`config.mk`:
```
export PLATFORM = sky130hd
export DESIGN_NAME = pipe_alu_decode_stage
export DESIGN_NICKNAME = d
export VERILOG_FILES = /design/src/rtl/pipe_alu_pkg.sv /design/src/rtl/pipe_alu_func_decode.sv /design/src/rtl/pipe_alu_decode_stage.sv
export SDC_FILE = /design/constraint.sdc
export NUM_CORES = 1
export LEC_CHECK = 0
export ABC_CLOCK_PERIOD_IN_PS = 4000
export CAP_MARGIN = 0
export CORE_AREA = 2 2 44 46
export CTS_BUF_LIST = sky130_fd_sc_hd__clkbuf_4
export DETAILED_ROUTE_END_ITERATION = 16
export DIE_AREA = 0 0 46 48
export GPL_TIMING_DRIVEN = 0
export PLACE_DENSITY = 0.75
export REMOVE_ABC_BUFFERS = 1
export SLEW_MARGIN = 20
export SYNTH_ARGS = -nofsm -noshare
export SYNTH_HDL_FRONTEND = slang
export SYNTH_SLANG_ARGS = --single-unit
```
`constraint.sdc`:
```
create_clock -name clk -period 4 [get_ports clk]
set_clock_uncertainty 0.15 [all_clocks]
set_input_delay 0.4 -clock clk [delete_from_list [all_inputs] [get_ports clk]]
set_output_delay 0.4 -clock clk [all_outputs]
set_load 0.02 [all_outputs]
```
`src/rtl/pipe_alu_pkg.sv`:
```
// Shared types for the Decode->Execute ALU control path: ALU op codes,
// data-processing cmd encodings, flag-write masks and the Execute control word.
package pipe_alu_pkg;

    localparam int ALU_W = 4;

    typedef enum logic [ALU_W-1:0] {
        ALU_ADD = 4'b0000,
        ALU_SUB = 4'b0001,
        ALU_AND = 4'b0010,
        ALU_ORR = 4'b0011,
        ALU_BIC = 4'b0100,
        ALU_EOR = 4'b0101,
        ALU_MOV = 4'b0110,
        ALU_MVN = 4'b0111,
        ALU_MUL = 4'b1000
    } alu_ctrl_e;

    localparam logic [3:0] CMD_AND = 4'b0000;
    localparam logic [3:0] CMD_EOR = 4'b0001;
    localparam logic [3:0] CMD_SUB = 4'b0010;
    localparam logic [3:0] CMD_ADD = 4'b0100;
    localparam logic [3:0] CMD_TST = 4'b1000;
    localparam logic [3:0] CMD_TEQ = 4'b1001;
    localparam logic [3:0] CMD_CMP = 4'b1010;
    localparam logic [3:0] CMD_CMN = 4'b1011;
    localparam logic [3:0] CMD_ORR = 4'b1100;
    localparam logic [3:0] CMD_MOV = 4'b1101;
    localparam logic [3:0] CMD_BIC = 4'b1110;
    localparam logic [3:0] CMD_MVN = 4'b1111;

    localparam logic [1:0] FLAGW_NONE = 2'b00;
    localparam logic [1:0] FLAGW_NZ   = 2'b10;
    localparam logic [1:0] FLAGW_NZCV = 2'b11;

    typedef struct packed {
        alu_ctrl_e  alu_ctrl;
        logic [1:0] flag_w;
        logic       no_write;
        logic       illegal;
        logic       valid;
    } e_ctrl_t;

endpackage

```
`src/rtl/pipe_alu_func_decode.sv`:
```
// Combinational data-processing decoder: cmd/S/MUL -> Execute control word.
module pipe_alu_func_decode
    import pipe_alu_pkg::*;
(
    input  logic       alu_op,
    input  logic [4:0] funct,
    input  logic       mul,
    input  logic       valid,
    output e_ctrl_t    ctrl
);

    logic [3:0] cmd;
    logic       s;

    assign cmd = funct[4:1];
    assign s   = funct[0];

    always_comb begin
        ctrl          = '0;
        ctrl.alu_ctrl = ALU_ADD;
        ctrl.valid    = valid;
        if (alu_op) begin
            if (mul) begin
                ctrl.alu_ctrl = ALU_MUL;
                ctrl.flag_w   = {s, 1'b0};
            end else begin
                case (cmd)
                    CMD_ADD: begin ctrl.alu_ctrl = ALU_ADD; ctrl.flag_w = {s, s};    end
                    CMD_SUB: begin ctrl.alu_ctrl = ALU_SUB; ctrl.flag_w = {s, s};    end
                    CMD_AND: begin ctrl.alu_ctrl = ALU_AND; ctrl.flag_w = {s, 1'b0}; end
                    CMD_ORR: begin ctrl.alu_ctrl = ALU_ORR; ctrl.flag_w = {s, 1'b0}; end
                    CMD_BIC: begin ctrl.alu_ctrl = ALU_BIC; ctrl.flag_w = {s, 1'b0}; end
                    CMD_EOR: begin ctrl.alu_ctrl = ALU_EOR; ctrl.flag_w = {s, 1'b0}; end
                    CMD_MOV: begin ctrl.alu_ctrl = ALU_MOV; ctrl.flag_w = {s, 1'b0}; end
                    CMD_MVN: begin ctrl.alu_ctrl = ALU_MVN; ctrl.flag_w = {s, 1'b0}; end
                    // compare forms always write flags and never the register file
                    CMD_CMP: begin ctrl.alu_ctrl = ALU_SUB; ctrl.flag_w = FLAGW_NZCV; ctrl.no_write = 1'b1; end
                    CMD_CMN: begin ctrl.alu_ctrl = ALU_ADD; ctrl.flag_w = FLAGW_NZCV; ctrl.no_write = 1'b1; end
                    CMD_TST: begin ctrl.alu_ctrl = ALU_AND; ctrl.flag_w = FLAGW_NZ;   ctrl.no_write = 1'b1; end
                    CMD_TEQ: begin ctrl.alu_ctrl = ALU_EOR; ctrl.flag_w = FLAGW_NZ;   ctrl.no_write = 1'b1; end
                    default: begin
                        ctrl.flag_w   = FLAGW_NONE;
                        ctrl.no_write = 1'b1;
                        ctrl.illegal  = 1'b1;
                    end
                endcase
            end
        end
    end

endmodule

```
`src/rtl/pipe_alu_decode_stage.sv`:
```
// Decode-stage ALU decoder feeding the Execute control register, with a
// fixed-latency MUL occupancy FSM that holds Execute and reports busy.
module pipe_alu_decode_stage
    import pipe_alu_pkg::*;
#(
    parameter int ALUCTRL_W  = 4,
    parameter int MUL_CYCLES = 3
) (
    input  logic                 clk,
    input  logic                 reset,
    input  logic                 ALUOpD,
    input  logic [4:0]           FunctD,
    input  logic                 MulD,
    input  logic                 ValidD,
    input  logic                 StallE,
    input  logic                 FlushE,
    output logic [ALUCTRL_W-1:0] ALUControlE,
    output logic [1:0]           FlagWE,
    output logic                 NoWriteE,
    output logic                 IllegalE,
    output logic                 ValidE,
    output logic                 MulBusy,
    output logic                 MulDoneE
);

    localparam int              CNT_W    = $clog2(MUL_CYCLES + 1);
    localparam logic [CNT_W-1:0] CNT_LOAD = CNT_W'(MUL_CYCLES - 1);
    localparam logic [CNT_W-1:0] CNT_ONE  = CNT_W'(1);
    localparam bit              MULTI    = (MUL_CYCLES > 1);

    localparam logic S_IDLE = 1'b0;
    localparam logic S_BUSY = 1'b1;

    e_ctrl_t          dec_d;
    e_ctrl_t          ctrl_e;
    logic             state;
    logic [CNT_W-1:0] cnt;
    logic             last_cycle;
    logic             hold;
    logic             load_mul;

    pipe_alu_func_decode u_dec (
        .alu_op (ALUOpD),
        .funct  (FunctD),
        .mul    (MulD),
        .valid  (ValidD),
        .ctrl   (dec_d)
    );

    // The final MUL cycle releases Execute so the next op loads on the BUSY exit edge.
    assign last_cycle = (state == S_BUSY) && (cnt == CNT_ONE);
    assign hold       = StallE | ((state == S_BUSY) & ~last_cycle);
    assign load_mul   = MULTI & ~hold & dec_d.valid & (dec_d.alu_ctrl == ALU_MUL);

    always_ff @(posedge clk or posedge reset) begin
        if (reset)       ctrl_e <= '0;
        else if (FlushE) ctrl_e <= '0;
        else if (!hold)  ctrl_e <= dec_d;
    end

    // Counter runs regardless of StallE so MUL latency stays fixed.
    always_ff @(posedge clk or posedge reset) begin
        if (reset) begin
            state <= S_IDLE;
            cnt   <= '0;
        end else if (FlushE) begin
            state <= S_IDLE;
            cnt   <= '0;
        end else if (load_mul) begin
            state <= S_BUSY;
            cnt   <= CNT_LOAD;
        end else if (state == S_BUSY) begin
            if (last_cycle) begin
                state <= S_IDLE;
                cnt   <= '0;
            end else begin
                cnt <= cnt - CNT_ONE;
            end
        end
    end

    assign ALUControlE = ALUCTRL_W'(ctrl_e.alu_ctrl);
    assign FlagWE      = ctrl_e.flag_w;
    assign NoWriteE    = ctrl_e.no_write;
    assign IllegalE    = ctrl_e.illegal;
    assign ValidE      = ctrl_e.valid;
    assign MulBusy     = (state == S_BUSY);
    assign MulDoneE    = ctrl_e.valid & (ctrl_e.alu_ctrl == ALU_MUL) & (MULTI ? last_cycle : 1'b1);

endmodule

```
After elaboration in Yosys (flattened, before gate mapping)
Index checks and enable logic that the tools add are counted.

Add/sub/neg operators: 1. Equal/unequal tests: 15. Multiplexer cells: 17. Bitwise gates (word level): 8. Reduce and logical (&&, ||, !) cells: 12.

Operators with widths (number): 4-bit == test (second input constant) (10); 3-bit case mux with 7 select lines (1); 9-bit two-way mux (2); 12-bit OR reduction (1); 2-bit OR reduction (6); 2-bit two-way mux (5); 8-bit two-way mux (1); 2-bit case mux with 4 select lines (1); 8-bit OR reduction (1); 1-bit two-way mux (6); 6-bit two-way mux (1); 6-bit OR reduction (1); 1-bit bitwise AND (5); 4-bit by 1-bit == test with 1-bit output (second input constant) (1); 4-bit by 2-bit == test with 1-bit output (second input constant) (1); 4-bit by 3-bit == test with 1-bit output (second input constant) (1); 4-bit zero test (1); 3-bit nonzero test (1); 2-bit by 1-bit == test with 1-bit output (second input constant) (1); 2-bit inequality test (second input constant) (1); 1-bit inverter (2); 2-bit by 1-bit subtractor with 2-bit output (second input constant) (1); 1-bit logical AND (1); 1-bit bitwise OR (1).

Register bits: 12. Input port bits: 12. Output and inout port bits: 11.

Longest topological paths before layout
Gate-level depths: netlist (run 1).

Word-level depth: 10. Gate-level depth with buffers: 7. Gate-level depth less buffers: 6.

Cells and area by module
From an unflattened synthesis (run 1), not the netlist that was laid out.

Cell total of the unflattened synthesis: 84. Area, all modules: 732.0 um^2.

By module, submodules not included: pipe_alu_decode_stage (times used 1, cells each 59, area each 578.1 um^2, sequential area each 300.3 um^2); pipe_alu_func_decode (times used 1, cells each 25, area each 153.9 um^2, sequential area each 0.0 um^2).

Worst setup path after synthesis (run 1)
OpenSTA, ideal clock, no wires.

Kind: reg-to-output. From: register cnt[1]. To: output port MulDoneE. Data arrival time: 1066 ps. Required time: 3450 ps. Setup slack: 2384 ps. Stages on the path, launching flop included: 5. Buffers on the path: 0. Path through: dfrtp_1 inv_1 ha_1 nor4b_1 and4_1.

Word-level cells in the longest chain between the ends: 3.

Ends and longest elaborated chain: from (decl) (RTL line pipe_alu_decode_stage.sv:37) `logic [CNT_W-1:0] cnt;`; from (signal assigned) (RTL line pipe_alu_decode_stage.sv:77) `cnt <= cnt - CNT_ONE;`; 2-bit by 1-bit == test with 1-bit output (RTL line pipe_alu_decode_stage.sv:51) `assign last_cycle = (state == S_BUSY) && (cnt == CNT_ONE);`; 1-bit logical AND (RTL line pipe_alu_decode_stage.sv:51); 1-bit bitwise AND (RTL line pipe_alu_decode_stage.sv:88) `assign MulDoneE = ctrl_e.valid & (ctrl_e.alu_ctrl == ALU_MUL) & (MULTI ? last_cycle : 1'b1);`; to (decl) (RTL line pipe_alu_decode_stage.sv:23) `output logic MulDoneE`.

Every way passes these cells.

Worst setup path in the final report (run 1)
Same ends and word-level chain as after synthesis.

==> reports/metrics.cfg, run 1 <==
[status]
run_status=finished, final reports clean

[synth]
post-synth-top-area-cell=sky130_fd_sc_hd__dfrtp_1
syn_avg_cell_area_um2=10.15
yosys-mux-area-fraction_pct=5.574
async_reset_ff_share_pct=100.0
ys_top_cells_by_area=sky130_fd_sc_hd__dfrtp_1 41%, sky130_fd_sc_hd__a21oi_1 4.1%, sky130_fd_sc_hd__mux2i_1 4.1%
postSynthRegisterBits=12
yosys.area_share.simple_pct=22.47
synth_top_family_by_area=simple AND/OR/NAND/NOR gates
yosysSeqAreaShare_pct=40.54
synthCells=73
synth_edf_count=0
synth.yosys.warnings=0
synth.top_cell.area_share_pct=40.54
yosys.area_share.adder_pct=1.689
post_synthesis_compound_gate_area_fraction_pct=20.61
synth_cell_types=36
xor_and_xnor_fraction_of_the_mapped_netlist_area_pct=2.365
synth_ff_type=sky130_fd_sc_hd__dfrtp_1
synth.cell_area_um2=740.7

[global_routing]
grt_pass1_wl_um=2442
grt_overflow=0
first_global_vias=583
grt_start_max_net_pins=13
total_routing_usage_reported_by_global_routing_pct=16.01
number_of_antenna_violations_at_the_first_check_in_global_routing=0

[sta]
final-max-slew-violation-count=0
setup_violations=0
grt_setup_unrepaired=false
crit_path_time_final_ns=2.526
max_freq_mhz=395.8
tightestPinTransition_ns=0.5448
maxSlewHeadroom_pct=63.68
fin_setup_tns_ns=0
final_hold_viol_count=0
post-route-period-util_pct=63.16
final_critical_path_setup_slack_ns=1.474

[placement]
routabilityCongestion=0.7592
dp_worst_setup_slack_ns=1.748
detailed_place_hpwl_um=1112
place.port_buffers=22

[clocking]
cts-hold-fix-buffers=0
clock_sink_count=12
cts.htree.levels=1
cts.repair.resized=0
clk_pin_slew_worst_paths_ns=0.07
clock_path_buffers=2
postCtsSetupBuffers=0
tritoncts=built
ctsRootBufferMaster=sky130_fd_sc_hd__clkbuf_4
cts-buffers-inserted=3
clkLatencyLatePin_ns=0.26

[route]
antenna_violating_nets_post_route=0
routed_length_per_instance_um=13.20
drt_iter0_markers=4
viasPerCell=5.459
num_vias=606
remaining_drc_errors=0
detail_route.wirelength_um=1465
firstDrtPassIters=3

[worst_setup_path]
data_required_time_at_the_worst_endpoint_ns=3.45
worst-path-max-fanout=3
start_kind=flip-flop
setup.worst_path.end_class=output pin
crit_arrival_ns=1.98
class_of_the_most_critical_setup_path=flip-flop to output pin

[finish]
regArea_um2=300.3
final_layout_size_suffix_gt1_share_pct=13.83
multi_input_area_um2=390.4
layout.cells.most_common=sky130_fd_sc_hd__clkdlybuf4s50_1
mostFrequentLayoutCells=22 x sky130_fd_sc_hd__clkdlybuf4s50_1, 12 x sky130_fd_sc_hd__dfrtp_1, 8 x sky130_fd_sc_hd__nand2_1
area_growth_syn_to_layout_pct=30.91
final_net_count=109
antenna_cells_inserted=0
fillCellCount=157

[die]
core_area_um2=1689
die_area_um2=2208
rows=15
initial_utilization_pct=43.85
overall_die_width_um=46
die-height_um=48
ios=23

[pwr]
irDropWorstVdd_uv=139.0
p_leak_nw=0.3990
cellPowerDensity_nw_per_um2=267.3

[hold_path]
min-delay-path-class=input port to asynchronous set/reset pin

[job]
timing.max_cap.violations=0

[power breakdown]
part           internal (W)  switching [W]  total [W]
Clock             0.0000347      0.0000361  0.0000709
Sequential         0.000126     0.00000330   0.000129
Combinational     0.0000292      0.0000301  0.0000593
Total              0.000190      0.0000695   0.000259
[layout make-up]
cell class	instances	area share [%]
repair buffers	22	22.71
clock buffers	3	2.323
well taps	17	2.194
flip-flops and latches	12	30.97
inverters	4	1.548
multi-input cells	53	40.26
[worst max-delay path, stage by stage, from the launching register on]
cell,delay (ns)
sky130_fd_sc_hd__dfrtp_1,0.36
sky130_fd_sc_hd__inv_1,0.06
sky130_fd_sc_hd__ha_1,0.18
sky130_fd_sc_hd__nor4b_1,0.28
sky130_fd_sc_hd__and4_1,0.24
sky130_fd_sc_hd__clkdlybuf4s50_1,0.60
[cells by family (layout without fill, tap and decap cells)]
logic type | after synthesis | count (layout)
AO/OA/AOI/OAI | 21 | 21
XOR/XNOR | 2 | 2
adder cells (fa/ha/maj) | 1 | 1
buffers and inverters | 8 | 29
flip-flops | 12 | 12
multiplexers | 4 | 4
AND/OR/NAND/NOR | 25 | 25
[synthesized netlist by cell type (2+ instances only)]
master                    number
sky130_fd_sc_hd__nor2_1        3
sky130_fd_sc_hd__nand2_1       8
sky130_fd_sc_hd__dfrtp_1      12
sky130_fd_sc_hd__buf_6         2
sky130_fd_sc_hd__mux2i_1       3
sky130_fd_sc_hd__a21oi_1       6
sky130_fd_sc_hd__o21ai_0       4
sky130_fd_sc_hd__inv_1         4
sky130_fd_sc_hd__o21ai_1       3
sky130_fd_sc_hd__nor3_1        2
[layer usage]
layer | global-route usage, % | vias to the layer above | wire length, um
met5 | 0 | - | 0
met4 | 8.571 | 0 | 12
met3 | 3.396 | 2 | 57
met2 | 25.28 | 12 | 732
met1 | 20.51 | 289 | 663
li1 | - | 303 | -
[sequential cells by signal (all words and copies together) (netlist names)]
name,count
ValidE,1
cnt,2
NoWriteE,1
ALUControlE,4
IllegalE,1
MulBusy,1
FlagWE,2
[per-stage QoR]
| stage | total power (W) | hold WS [ns] | util, % | cells | instance area [um^2] |
|---|---|---|---|---|---|
| after floorplan | 0.0001611 | 0.1147 | - | 69 | 705.7 |
| after global placement | 0.0001902 | 0.3254 | 56.07 | 108 | 947.2 |
| after detailed placement | 0.0001913 | 0.3217 | 56.07 | 108 | 947.2 |
| after CTS | 0.0002637 | 0.3143 | 57.41 | 111 | 969.7 |
| after global routing | 0.0002778 | 0.3451 | 57.41 | 111 | 969.7 |
| final | 0.0002592 | 0.2969 | 57.41 | 111 | 969.7 |
[worst paths after layout]
| kind | start | to | slack, ns | depth (start not counted) |
|---|---|---|---|---|
| max in group asynchronous | reset | ValidE | 3.08 | 2 |
| worst min register to register | NoWriteE | NoWriteE | 0.34 | 2 |
| worst min-delay path | reset | ALUControlE[0] | 0.30 | 2 |
| worst max register to register | cnt[0] | IllegalE | 2.25 | 5 |
| worst max-delay path | cnt[1] | MulDoneE | 1.47 | 5 |
| min in group clk | NoWriteE | NoWriteE | 0.34 | 2 |
No activity file was read; power rests on OpenSTA's default activity.
==> run 2: changes to the inputs <==
Settings changed: ABC_CLOCK_PERIOD_IN_PS 4000 to 2500.
Clock period 4 ns to 2.5 ns, I/O delays scaled along.
==> run 2 against run 1 <==
  * Final area is 0.65% higher
  * Combinational power is 60% higher
  * Worst hold slack worse by 0.15 ns
  * Register-to-register slack worse by 1.5 ns
  * Sequential share of layout area is 0.20 points lower
  * Global-route usage stayed put
  * Setup slack worse by 1.3 ns
  * First-iteration DRC count stayed put
  * Non-clock buffer count stayed put
  * Flip-flop and latch count stayed put
  * Die area stayed put
  * Via count is 0.17% lower
  * Largest cell class unchanged
  * Highest routed layer unchanged
==> reports/metrics.cfg, run 2 (synthesis gave the netlist of run 1 again) <==
[finish]
largest_register_ffs=4  ; unchanged
post_layout_nonfiller_instances=111  ; unchanged
final_layout_size_suffix_gt1_share_pct=14.89  ; +1.1 points
final_net_count=109  ; unchanged
fillCellCount=155  ; -1.3%
area_growth_syn_to_layout_pct=31.76
mostFrequentLayoutCells=22 x sky130_fd_sc_hd__clkdlybuf4s50_1, 12 x sky130_fd_sc_hd__dfrtp_1, 8 x sky130_fd_sc_hd__nand2_1
final_core_util_pct=57.78  ; +0.37 points
antenna_cells_inserted=0  ; unchanged
layout.cells.most_common=sky130_fd_sc_hd__clkdlybuf4s50_1

[sta]
final_hold_viol_count=0  ; unchanged
tightestPinTransition_ns=0.5452  ; +0.0003993 ns
fin_setup_tns_ns=0  ; unchanged
max_freq_mhz=434.6
final-max-slew-violation-count=0  ; unchanged
post-route-period-util_pct=92.04
setup_violations=0  ; unchanged
crit_path_time_final_ns=2.301
maxSlewHeadroom_pct=63.65  ; about the same
grt_setup_unrepaired=false

[clocking]
cts-hold-fix-buffers=0  ; unchanged
clkLatencyLatePin_ns=0.26  ; about the same
clk_pin_slew_worst_paths_ns=0.07  ; about the same
cts.htree.levels=1  ; unchanged
postCtsSetupBuffers=0  ; unchanged
clock_sink_count=12  ; unchanged
tritoncts=built
clock_path_buffers=2  ; unchanged
cts-buffers-inserted=3  ; unchanged
ctsRootBufferMaster=sky130_fd_sc_hd__clkbuf_4

[pwr]
irDropWorstVdd_uv=222.3  ; +60%
cellPowerDensity_nw_per_um2=425.5  ; +59%
p_leak_nw=0.4012  ; +0.54%
finalPower_w=0.0004152  ; +60%

[route]
num_vias=605  ; -0.17%
routed_length_per_instance_um=13.23  ; +0.20%
detail_route.wirelength_um=1468  ; +0.20%
antenna_violating_nets_post_route=0  ; unchanged
viasPerCell=5.450  ; -0.17%
firstDrtPassIters=3  ; unchanged
remaining_drc_errors=0  ; unchanged
drt_iter0_markers=4  ; unchanged

[global_routing]
first_global_vias=583  ; unchanged
total_routing_usage_reported_by_global_routing_pct=16.01  ; unchanged
grt_pass1_wl_um=2442  ; unchanged
number_of_antenna_violations_at_the_first_check_in_global_routing=0  ; unchanged
grt_start_max_net_pins=13  ; unchanged
grt_overflow=0  ; unchanged

[worst_setup_path]
setup.worst_path.end_class=output pin
crit_arrival_ns=1.90  ; -0.08 ns
class_of_the_most_critical_setup_path=flip-flop to output pin
worst_path_largest_cell_delay_ns=0.60  ; about the same
worst-path-max-fanout=3  ; unchanged
crit_path_cell_trace=inv_1 > ha_1 > nor4b_2 > and4_1 > clkdlybuf4s50_1
reg2reg_from=cnt[0]
start_kind=flip-flop
critical-path-slowest-cell=sky130_fd_sc_hd__clkdlybuf4s50_1
data_required_time_at_the_worst_endpoint_ns=2.10  ; -1.35 ns
crit_path_start=cnt[1]
critical_path.top_delay_family=buffers and inverters
worstPathBufferInverterCount=2  ; unchanged

[die]
ios=23  ; unchanged
die_area_um2=2208  ; unchanged
core_area_um2=1689  ; unchanged
rows=15  ; unchanged
die-height_um=48  ; unchanged
initial_utilization_pct=43.85  ; unchanged
overall_die_width_um=46  ; unchanged

[placement]
routabilityCongestion=0.7592  ; unchanged
place.detailed.instances=108  ; unchanged
detailed_place_hpwl_um=1112  ; unchanged
place.port_buffers=22  ; unchanged

[hold_path]
min-delay-path-class=input port to asynchronous set/reset pin

[status]
run_status=finished, final reports clean

[job]
timing.max_cap.violations=0  ; unchanged

-- run 2: cell counts in the layout (fill, tap and decap cells not counted) --
Identical to the previous run, type by type.
-- run 2: per-layer routing --
layer | track usage [%] | vias to the layer above | part of all wire, %
met5 | 0 | - | 0
met4 | 8.571 | 0 | 0.82
met3 | 3.396 | 2 | 3.9
met2 | 25.28 | 12 | 50
met1 | 20.51 | 289 | 45
li1 | - | 302 | -
-- run 2: stage by stage --
stage	setup slack (ns)	cell area, um^2	hold WS (ns)
after detailed placement	0.3976	947.2	0.3217
after CTS	0.09476	969.7	0.1643
after floorplan	0.9683	705.7	-0.03530
after global placement	0.4074	947.2	0.3254
final	0.1991	975.9	0.1466
after global routing	0.06536	975.9	0.1951
-- run 2: worst register-to-register path, delay by kind of cell (launching register included) --
kind / cells / cell delay, ns
adders and majority gates: 1 / 0.23
DFF: 1 / 0.39
AOI/OAI and AO/OA: 2 / 0.55
and+or+nand+nor: 2 / 0.34
-- run 2: final timing paths --
| check | endpoint | slack (ns) | cells past startpoint |
|---|---|---|---|
| worst max-delay path | MulDoneE | 0.20 | 5 |
| worst min-delay path | ALUControlE[0] | 0.15 | 2 |
| worst max register to register | IllegalE | 0.75 | 5 |
| worst min register to register | NoWriteE | 0.33 | 2 |
| max in group asynchronous | ValidE | 1.73 | 2 |
| min in group clk | NoWriteE | 0.33 | 2 |
-- run 2: repair_timing --
| item | CTS | global route |
|---|---|---|
| endpoints found under the hold margin | 0 | 0 |
| gates resized for setup | 0 | 1 |
| setup endpoints to repair | 0 | 1 |
-- run 2: area by class of cell --
class	instances	area [um^2]	share of cell area (%)
clock buffer	3	22.52	2.308
inverter	4	15.01	1.538
multi-input combinational	53	396.6	40.64
sequential	12	300.3	30.77
tap	17	21.27	2.179
timing repair buffer	22	220.2	22.56
-- run 2: where the power goes --
part	total (W)	leakage (nW)	internal (W)	switching, W
sequential	0.000207	0.165	0.000201	0.00000556
clock	0.000113	0.0138	0.0000556	0.0000578
combinational	0.0000950	0.223	0.0000469	0.0000481
total	0.000415	0.401	0.000304	0.000111
==> run 3: changes to the inputs <==
Settings changed: CORE_AREA 2 2 44 46 to 4 4 46 48, DIE_AREA 0 0 46 48 to 0 0 50 52.
==> run 3 against run 2 <==
  * Sequential share of layout area shrank 0.43 points
  * Global-route usage shrank 3.5 points
  * Wire length is essentially flat
==> reports/metrics.cfg, run 3 (synthesis gave the netlist of run 1 again) <==
[worst_setup_path]
class_of_the_most_critical_setup_path=flip-flop to output pin
worst-path-max-fanout=3  ; unchanged
setup.worst_path.end_class=output pin
crit_arrival_ns=1.88  ; -0.02 ns
data_required_time_at_the_worst_endpoint_ns=2.10  ; about the same
start_kind=flip-flop

[route]
num_vias=598  ; -1.2%
drt_iter0_markers=12  ; +8
detail_route.wirelength_um=1469  ; about the same
firstDrtPassIters=4  ; +1
antenna_violating_nets_post_route=0  ; unchanged
remaining_drc_errors=0  ; unchanged
viasPerCell=4.983  ; -8.6%
routed_length_per_instance_um=12.24  ; -7.4%

[placement]
place.detailed.instances=116  ; +7.4%
dp_worst_setup_slack_ns=0.3956  ; -0.002075 ns
place.port_buffers=22  ; unchanged
routabilityCongestion=0.8154  ; +7.4%
detailed_place_hpwl_um=1189  ; +7.0%

[global_routing]
grt_pass1_wl_um=2408  ; -1.4%
number_of_antenna_violations_at_the_first_check_in_global_routing=0  ; unchanged
grt_overflow=0  ; unchanged
first_global_vias=568  ; -2.6%
grt_start_max_net_pins=13  ; unchanged
total_routing_usage_reported_by_global_routing_pct=12.52  ; -3.5 points

[die]
die-height_um=52  ; +8.3%
rows=15  ; unchanged
overall_die_width_um=50  ; +8.7%
initial_utilization_pct=43.37  ; -0.48 points
die_area_um2=2600  ; +18%
ios=23  ; unchanged
core_area_um2=1708  ; +1.1%

[sta]
final-max-slew-violation-count=0  ; unchanged
tightestPinTransition_ns=0.5646  ; +0.01941 ns
max_freq_mhz=438.5  ; +0.89%
crit_path_time_final_ns=2.281  ; -0.02028 ns
setup_violations=0  ; unchanged
final_critical_path_setup_slack_ns=0.2193  ; +0.02028 ns
grt_setup_unrepaired=false
post-route-period-util_pct=91.23  ; -0.81 points
final_hold_viol_count=0  ; unchanged
maxSlewHeadroom_pct=62.36  ; -1.3 points
fin_setup_tns_ns=0  ; unchanged

[pwr]
p_leak_nw=0.4028  ; +0.39%
finalPower_w=0.0004184  ; +0.76%
irDropWorstVdd_uv=185.6  ; -17%
cellPowerDensity_nw_per_um2=422.7  ; -0.64%

[clocking]
clk_pin_slew_worst_paths_ns=0.07  ; about the same
cts-buffers-inserted=3  ; unchanged
clkLatencyLatePin_ns=0.26  ; about the same
postCtsSetupBuffers=0  ; unchanged
ctsRootBufferMaster=sky130_fd_sc_hd__clkbuf_4
clock_path_buffers=2  ; unchanged
tritoncts=built
cts.htree.levels=1  ; unchanged
clock_sink_count=12  ; unchanged

[hold_path]
min-delay-path-class=input port to asynchronous set/reset pin

[finish]
area_growth_syn_to_layout_pct=33.61
mostFrequentLayoutCells=22 x sky130_fd_sc_hd__clkdlybuf4s50_1, 12 x sky130_fd_sc_hd__dfrtp_1, 8 x sky130_fd_sc_hd__nand2_1
final_net_count=109  ; unchanged
final_layout_size_suffix_gt1_share_pct=14.74  ; -0.16 points
largest_register_ffs=4  ; unchanged
post_layout_nonfiller_instances=120  ; +8.1%
layout.cells.most_common=sky130_fd_sc_hd__clkdlybuf4s50_1
antenna_cells_inserted=0  ; unchanged

[status]
run_status=finished, final reports clean

[job]
timing.max_cap.violations=0  ; unchanged

run 3: cell count changes in the layout (fill, tap and decap cells not counted):
cell and delta:
sky130_fd_sc_hd__clkinv_1 +1
run 3: worst paths after layout:
kind	endpoint	cells past startpoint	from	slack (ns)
max in group asynchronous	cnt[1]	2	reset	1.76
min in group clk	NoWriteE	2	NoWriteE	0.33
hold / removal	IllegalE	2	reset	0.14
hold reg to reg	NoWriteE	2	NoWriteE	0.33
setup / recovery	MulDoneE	5	cnt[1]	0.22
setup reg to reg	IllegalE	5	cnt[0]	0.73
run 3: critical path, stage by stage, from the launching register on:
cell and delay (ns):
sky130_fd_sc_hd__dfrtp_1 0.36, sky130_fd_sc_hd__inv_1 0.07, sky130_fd_sc_hd__ha_1 0.18, sky130_fd_sc_hd__nor4b_2 0.20, sky130_fd_sc_hd__and4_1 0.21, sky130_fd_sc_hd__clkdlybuf4s50_1 0.60
run 3: through the flow:
stage / instance area, um^2 / utilization, % / hold slack (ns)
4_1_cts: 983.4 / 57.58 / 0.1544
5_1_grt: 989.7 / 57.95 / 0.1900
2_1_floorplan: 705.7 / - / -0.03530
3_5_place_dp: 957.2 / 56.04 / 0.3239
3_3_place_gp: 957.2 / 56.04 / 0.3174
6_report: 989.7 / 57.95 / 0.1366
run 3: cell type report:
| class | instances | area [um^2] |
|---|---|---|
| Clock buffer | 3 | 22.52 |
| Sequential cell | 12 | 300.3 |
| Inverter | 4 | 15.01 |
| Clock inverter | 1 | 3.754 |
| Multi-Input combinational cell | 53 | 396.6 |
| Tap cell | 25 | 31.28 |
| Timing Repair Buffer | 22 | 220.2 |
| Fill cell | 157 | 718.2 |
run 3: power breakdown:
| group | switching [W] | total, W | internal [W] |
|---|---|---|---|
| logic | 0.0000484 | 0.0000953 | 0.0000469 |
| clock network | 0.0000586 | 0.000116 | 0.0000576 |
| registers | 0.00000565 | 0.000207 | 0.000201 |
| total | 0.000113 | 0.000418 | 0.000306 |
run 3: what timing repair did:
item                                    4_1_cts  5_1_grt
endpoints found under the hold margin         0        0
resized for setup                             0        1
hold buffers                                  0        0
endpoints found under the setup margin        0        1
run 3: per-layer routing:
| metal | global-route usage (%) | vias up | routed length, um |
|---|---|---|---|
| li1 | - | 303 | - |
| met1 | 14.41 | 271 | 681 |
| met2 | 20.87 | 22 | 668 |
| met3 | 3.438 | 2 | 109 |
| met4 | 6.912 | 0 | 10 |
| met5 | 0 | - | 0 |
